### src/rtl/trap_csr_sequencer_pkg.sv
// Shared CSR addresses, op encoding and trap-sequencer state type.
package csr_pkg;

  localparam logic [11:0] CsrMie      = 12'h304;
  localparam logic [11:0] CsrMtvec    = 12'h305;
  localparam logic [11:0] CsrMscratch = 12'h340;
  localparam logic [11:0] CsrMepc     = 12'h341;
  localparam logic [11:0] CsrMcause   = 12'h342;

  typedef enum logic [2:0] {
    OpNone  = 3'b000,
    OpWrite = 3'b001,
    OpSet   = 3'b010,
    OpClear = 3'b011
  } csr_op_e;

  typedef enum logic [2:0] {
    StIdle    = 3'd0,
    StSave    = 3'd1,
    StJump    = 3'd2,
    StHandler = 3'd3,
    StRet     = 3'd4
  } trap_state_e;

endpackage

### src/rtl/trap_csr_sequencer_csr_file.sv
// Machine-mode CSR storage: read mux, write/set/clear decode and the trap-save
// hardware update port, which takes priority over software for mepc/mcause.
module csr_file
  import csr_pkg::*;
#(
  parameter int unsigned     XLEN        = 32,
  parameter logic [XLEN-1:0] RESET_MTVEC = '0
) (
  input  logic            clk,
  input  logic            rst,
  input  logic [2:0]      csr_op,
  input  logic [11:0]     csr_addr,
  input  logic [XLEN-1:0] csr_wdata,
  output logic [XLEN-1:0] csr_rdata,
  input  logic            hw_we,
  input  logic [XLEN-1:0] hw_mepc,
  input  logic [XLEN-1:0] hw_mcause,
  output logic [XLEN-1:0] mie,
  output logic [XLEN-1:0] mtvec,
  output logic [XLEN-1:0] mepc
);

  localparam logic [XLEN-1:0] AlignMask = {{(XLEN-2){1'b1}}, 2'b00};

  logic [XLEN-1:0] mie_q, mtvec_q, mscratch_q, mepc_q, mcause_q;
  logic [XLEN-1:0] new_val;
  csr_op_e         op;

  always_comb begin
    case (csr_op)
      3'b001:  op = OpWrite;
      3'b010:  op = OpSet;
      3'b011:  op = OpClear;
      default: op = OpNone;
    endcase
  end

  always_comb begin
    csr_rdata = '0;
    case (csr_addr)
      CsrMie:      csr_rdata = mie_q;
      CsrMtvec:    csr_rdata = mtvec_q;
      CsrMscratch: csr_rdata = mscratch_q;
      CsrMepc:     csr_rdata = mepc_q;
      CsrMcause:   csr_rdata = mcause_q;
      default:     csr_rdata = '0;
    endcase
  end

  // Set/clear operate on the current (old) register value.
  always_comb begin
    case (op)
      OpWrite: new_val = csr_wdata;
      OpSet:   new_val = csr_rdata | csr_wdata;
      OpClear: new_val = csr_rdata & ~csr_wdata;
      default: new_val = csr_rdata;
    endcase
  end

  always_ff @(posedge clk) begin
    if (rst) begin
      mie_q      <= '0;
      mtvec_q    <= RESET_MTVEC & AlignMask;
      mscratch_q <= '0;
      mepc_q     <= '0;
      mcause_q   <= '0;
    end else begin
      if (op != OpNone) begin
        case (csr_addr)
          CsrMie:      mie_q      <= new_val;
          CsrMtvec:    mtvec_q    <= new_val & AlignMask;
          CsrMscratch: mscratch_q <= new_val;
          CsrMepc:     mepc_q     <= new_val & AlignMask;
          CsrMcause:   mcause_q   <= new_val;
          default:     ;
        endcase
      end
      // Later assignment overrides a same-cycle software write.
      if (hw_we) begin
        mepc_q   <= hw_mepc & AlignMask;
        mcause_q <= hw_mcause;
      end
    end
  end

  assign mie   = mie_q;
  assign mtvec = mtvec_q;
  assign mepc  = mepc_q;

endmodule

### src/rtl/trap_csr_sequencer.sv
// Trap sequencer: saves PC/cause on INT_, redirects to mtvec, returns to mepc on
// mret and pulses INT_RST so the interrupt controller retires its request.
module trap_csr_sequencer
  import csr_pkg::*;
#(
  parameter int unsigned     XLEN        = 32,
  parameter logic [XLEN-1:0] RESET_MTVEC = '0
) (
  input  logic            clk,
  input  logic            rst,
  input  logic [2:0]      csr_op,
  input  logic [11:0]     csr_addr,
  input  logic [XLEN-1:0] csr_wdata,
  output logic [XLEN-1:0] csr_rdata,
  input  logic [XLEN-1:0] pc_i,
  input  logic            mret_i,
  input  logic            int_i,
  input  logic [XLEN-1:0] mcause_i,
  output logic [XLEN-1:0] mie_o,
  output logic            int_rst_o,
  output logic            stall_o,
  output logic            redirect_o,
  output logic [XLEN-1:0] redirect_pc
);

  trap_state_e     state_q;
  logic            stall_q, redirect_q, int_rst_q;
  logic [XLEN-1:0] mtvec, mepc;

  csr_file #(
    .XLEN        (XLEN),
    .RESET_MTVEC (RESET_MTVEC)
  ) u_csr_file (
    .clk       (clk),
    .rst       (rst),
    .csr_op    (csr_op),
    .csr_addr  (csr_addr),
    .csr_wdata (csr_wdata),
    .csr_rdata (csr_rdata),
    .hw_we     (state_q == StSave),
    .hw_mepc   (pc_i),
    .hw_mcause (mcause_i),
    .mie       (mie_o),
    .mtvec     (mtvec),
    .mepc      (mepc)
  );

  // Strobes are registered alongside the state they belong to.
  always_ff @(posedge clk) begin
    if (rst) begin
      state_q    <= StIdle;
      stall_q    <= 1'b0;
      redirect_q <= 1'b0;
      int_rst_q  <= 1'b0;
    end else begin
      stall_q    <= 1'b0;
      redirect_q <= 1'b0;
      int_rst_q  <= 1'b0;
      case (state_q)
        StIdle: begin
          if (int_i) begin
            state_q <= StSave;
            stall_q <= 1'b1;
          end else if (mret_i) begin
            state_q    <= StRet;
            redirect_q <= 1'b1;
          end
        end
        StSave: begin
          state_q    <= StJump;
          stall_q    <= 1'b1;
          redirect_q <= 1'b1;
        end
        StJump: state_q <= StHandler;
        StHandler: begin
          // int_i is ignored here: no nested traps.
          if (mret_i) begin
            state_q    <= StRet;
            redirect_q <= 1'b1;
            int_rst_q  <= 1'b1;
          end
        end
        StRet:   state_q <= StIdle;
        default: state_q <= StIdle;
      endcase
    end
  end

  assign stall_o     = stall_q;
  // Suppress pulses already in flight when reset lands.
  assign redirect_o  = redirect_q & ~rst;
  assign int_rst_o   = int_rst_q & ~rst;
  assign redirect_pc = (state_q == StJump) ? mtvec : mepc;

endmodule

### config.mk
export PLATFORM = sky130hd
export DESIGN_NAME = trap_csr_sequencer
export DESIGN_NICKNAME = d
export VERILOG_FILES = /design/src/rtl/trap_csr_sequencer_pkg.sv /design/src/rtl/trap_csr_sequencer_csr_file.sv /design/src/rtl/trap_csr_sequencer.sv
export SDC_FILE = /design/constraint.sdc
export NUM_CORES = 1
export LEC_CHECK = 0
export BUFFER_PORTS_ARGS = -buffer_cell sky130_fd_sc_hd__buf_2
export CAP_MARGIN = 20
export CORE_ASPECT_RATIO = 0.9
export CORE_UTILIZATION = 45
export DETAILED_ROUTE_END_ITERATION = 7
export PLACE_DENSITY = 0.69
export SYNTH_ARGS = -nofsm -noshare
export SYNTH_HDL_FRONTEND = slang
export SYNTH_SLANG_ARGS = --single-unit
### constraint.sdc
create_clock -name clk -period 2.8 [get_ports clk]
set_input_delay 0 -clock clk [delete_from_list [all_inputs] [get_ports clk]]
set_output_delay 0 -clock clk [all_outputs]
set_load 0.03 [all_outputs]
==> impl_results.md <==
* Flop pwr share at 0.433
* Status: finished with violations
* Ranking of synthesized cells by area: dfxtp_1 35%, a211oi_1 14%, mux2_2 5.3%, nor2_1 4.3%, and2_1 4.2%
* Initial Util at 0.458
* Yosys top cell area share at 0.354
* GRT overflow at 0
* Final Cycle Share at 0.910
* RD Place Congestion at 0.909
* Endpoints failing setup at 0
* Residual DRC at 10
* Tot GR Track Use at 0.315
* Reg2Reg Depth at 5
* CTS root buffer: clkbuf_16
* CP startpoint kind: flip-flop
* Pleak at 0.00449 uW
* FF-to-FF Start: state_q[0]
* Fillcell total at 1,785
* Top FF cell, synth: dfxtp_1
* Die span in y at 137 um
* Post-DP HPWL at 22,800 um
* Post-Syn Area at 9160 um2
* Core footprint at 20,000 um2
* Number of global-route vias before repair at 8,656
* Rows at 49
* Slew Limit Fails at 0
* Hold_ws at 0.0246 ns
* Die Width at 152 um
* CTS tree: yes
* RSZ-0062 raised after global routing: false
* Clk network pwr share at 0.407
* Diodes inserted at 0
* Power Density at 471 nW/um2
* Largest net degree at the start of global routing at 61
* Post-synthesis sequential area ratio at 0.354
* Post-CTS resize count at 0
* Setup TNS at 0 ns
* Critical Path Source: state_q[0]
* Max rail drop VDD at 418 uV
* R2R Path End: u_csr_file.mcause_q[1]
* Area of the multi-input gates at 5430 um2
* Synthesized flop and latch total at 162
* Antenna-violating nets left at 0
* Synth Warn # at 0
* Dominant cell type by area after synthesis: dfxtp_1
* Num CTS Buffers at 17
* Number of flops mapped to enable cells by yosys at 0
* Worst-path clk slew at 0.07 ns
* Async SR Flop Fraction at 0
* Switching part of the total at 0.286
* Failing checks: design-rule violations
* DR iter-0 viols at 1,105
* Post-Synthesis Cells at 1,039
* Top-level port count at 214
* Worst EP required at 3.12 ns
* Seq. cell area at 3240 um2
* Crit-path max FO at 14
* Peak Freq at 0.393 GHz
* P_sw at 1600 uW
* Die area at 20,900 um2
* CP Class: flip-flop to flip-flop
* Area grow syn2layout at 29.3%
* Average size of a mapped cell at 8.81 um2
* Layout cells sized above 1 at 0.284
* Clock buffer depth at 2
* Post-synth cell types at 56
* Via Count at 9,492
* Drt total wl at 33,400 um
* Sinks on Clock Net at 162
* Fin nets at 1,390
* CTS H-tree lvls at 4
* Avg Vias per Cell at 6.16
* Pre-antenna DRT Iters at 7
* IO Port Bufs at 209
* Rel. slew slack at 0.463
* Worst R2R Setup Slack at 0.25 ns
* Worst hold path class: input pin to flip-flop
* Mean routed wirelength per cell at 21.6 um
* Internal power at 3980 uW
* Clk_lat worst skew at 0.43 ns
* Max Cap Viol at 0
* CP endpoint: u_csr_file.mcause_q[1]
* Min Clock Period, post-route at 2.55 ns
* Power Total at 5580 uW
* Setup crit end kind: flip-flop
* Comb pwr share at 0.160
* Final Hold Viols at 0
* First-pass GRT wire length at 50,300 um
* CP Data Arrival Time at 2.87 ns
* Worst Skew at 0.00913 ns
* Post-layout util at 0.592
* Worst-Margin Slew at 0.804 ns
* Initial antenna violation count at 2
-- worst max-delay path, stage by stage (launching register included) --
cell	delay, ns
dfxtp_1	0.51
or3b_2	0.69
and3_2	0.40
nand2b_1	0.14
o22ai_1	0.09
dlygate4sd3_1	0.60
-- cells in the mapped netlist (2+ instances only) --
master	count
and3_1	5
nand2_1	29
buf_2	26
o21ai_0	23
buf_1	3
xor2_1	4
nand4_1	9
a31oi_1	9
mux2i_1	14
buf_6	6
o2bb2ai_1	10
nand2b_1	5
inv_1	3
mux2_2	43
a22oi_1	18
a221o_1	6
and2_1	61
and4_1	2
buf_4	5
a211oi_2	29
o21bai_1	12
nand3b_1	8
nor2_1	106
a32o_1	3
nor3_1	9
nor3b_1	3
nor3_2	2
nor2b_1	9
a21o_1	16
o22ai_1	6
o31ai_1	4
a22o_1	30
nand3_1	25
a21oi_1	31
a211oi_1	175
a32oi_1	33
nor3_4	2
clkbuf_1	73
o211a_1	4
dfxtp_1	162
-- power groups by stage --
stage                     sequential (uW)  combinational [uW]  clock, uW
final                                2420                 892       2270
after global routing                 2420                 948       2390
after CTS                            2410                 873       2290
after detailed placement             2470                 777          0
after global placement               2470                 769          0
after floorplan                      2450                 503          0
-- worst min path at each step --
stage | from | end | cells after the start
2_1_floorplan | csr_wdata[28] | u_csr_file.mie[28] | 2
3_3_place_gp | mret_i | state_q[2] | 2
3_5_place_dp | mret_i | state_q[2] | 2
4_1_cts | csr_wdata[13] | u_csr_file.mcause_q[13] | 3
5_1_grt | csr_wdata[20] | u_csr_file.mie[20] | 4
6_report | csr_wdata[20] | u_csr_file.mie[20] | 4
-- metal layers --
layer  vias up  track usage  routed length [um]
li1       4462            -                   -
met1      4472        0.448               15200
met2       499        0.465               14200
met3        57       0.0849                3310
met4         2       0.0850                 680
met5         -            0                  12
-- final cells by class --
class | instances | share of cell area
multi-input cells | 761 | 0.458
flip-flops and latches | 162 | 0.274
repair buffers | 330 | 0.193
clock buffers | 18 | 0.0362
well taps | 255 | 0.0269
clock inverters | 13 | 0.0110
inverters | 3 | 0.000951
-- logic make-up (layout without fill, tap and decap cells) --
kind of cell	Yosys count	after routing	share of synthesized area
buffers and inverters	117	364	0.0586
muxes	57	57	0.0682
and+or+nand+nor	284	284	0.161
xor gates and xnor gates	4	4	0.00383
DFF	162	162	0.354
AOI/OAI and AO/OA	414	414	0.353
other	1	2	0.000409
-- sequential cells by signal, indices dropped and copies added, names as in the netlist --
name,flops
int_rst_q,1
redirect_q,1
stall_o,1
state_q,3
u_csr_file.mcause_q,32
u_csr_file.mepc,30
u_csr_file.mie,32
u_csr_file.mscratch_q,32
u_csr_file.mtvec,30
-- through the flow --
stage | area (um2) | setup WS [ns] | instances
after floorplan | 9160 | 0.826 | 1040
after global placement | 10400 | 0.506 | 1426
after detailed placement | 10400 | 0.418 | 1426
after CTS | 11800 | 0.292 | 1542
after global routing | 11800 | 0.161 | 1542
final | 11800 | 0.253 | 1542
-- cells in the final DEF, fill, tap and decap left out, types with 30 or more instances in the layout --
| master | n |
|---|---|
| and2_1 | 61 |
| dfxtp_1 | 162 |
| a21oi_1 | 30 |
| a22o_1 | 30 |
| a211oi_1 | 175 |
| mux2_2 | 43 |
| a32oi_1 | 33 |
| buf_2 | 208 |
| nor2_1 | 106 |
| dlygate4sd3_1 | 85 |
-- timing repair --
item                                   CTS  global route
hold buffers                            85             0
setup buffers                            0             0
endpoints found under the hold margin   77             0
Power figures use the tool's default switching activity.
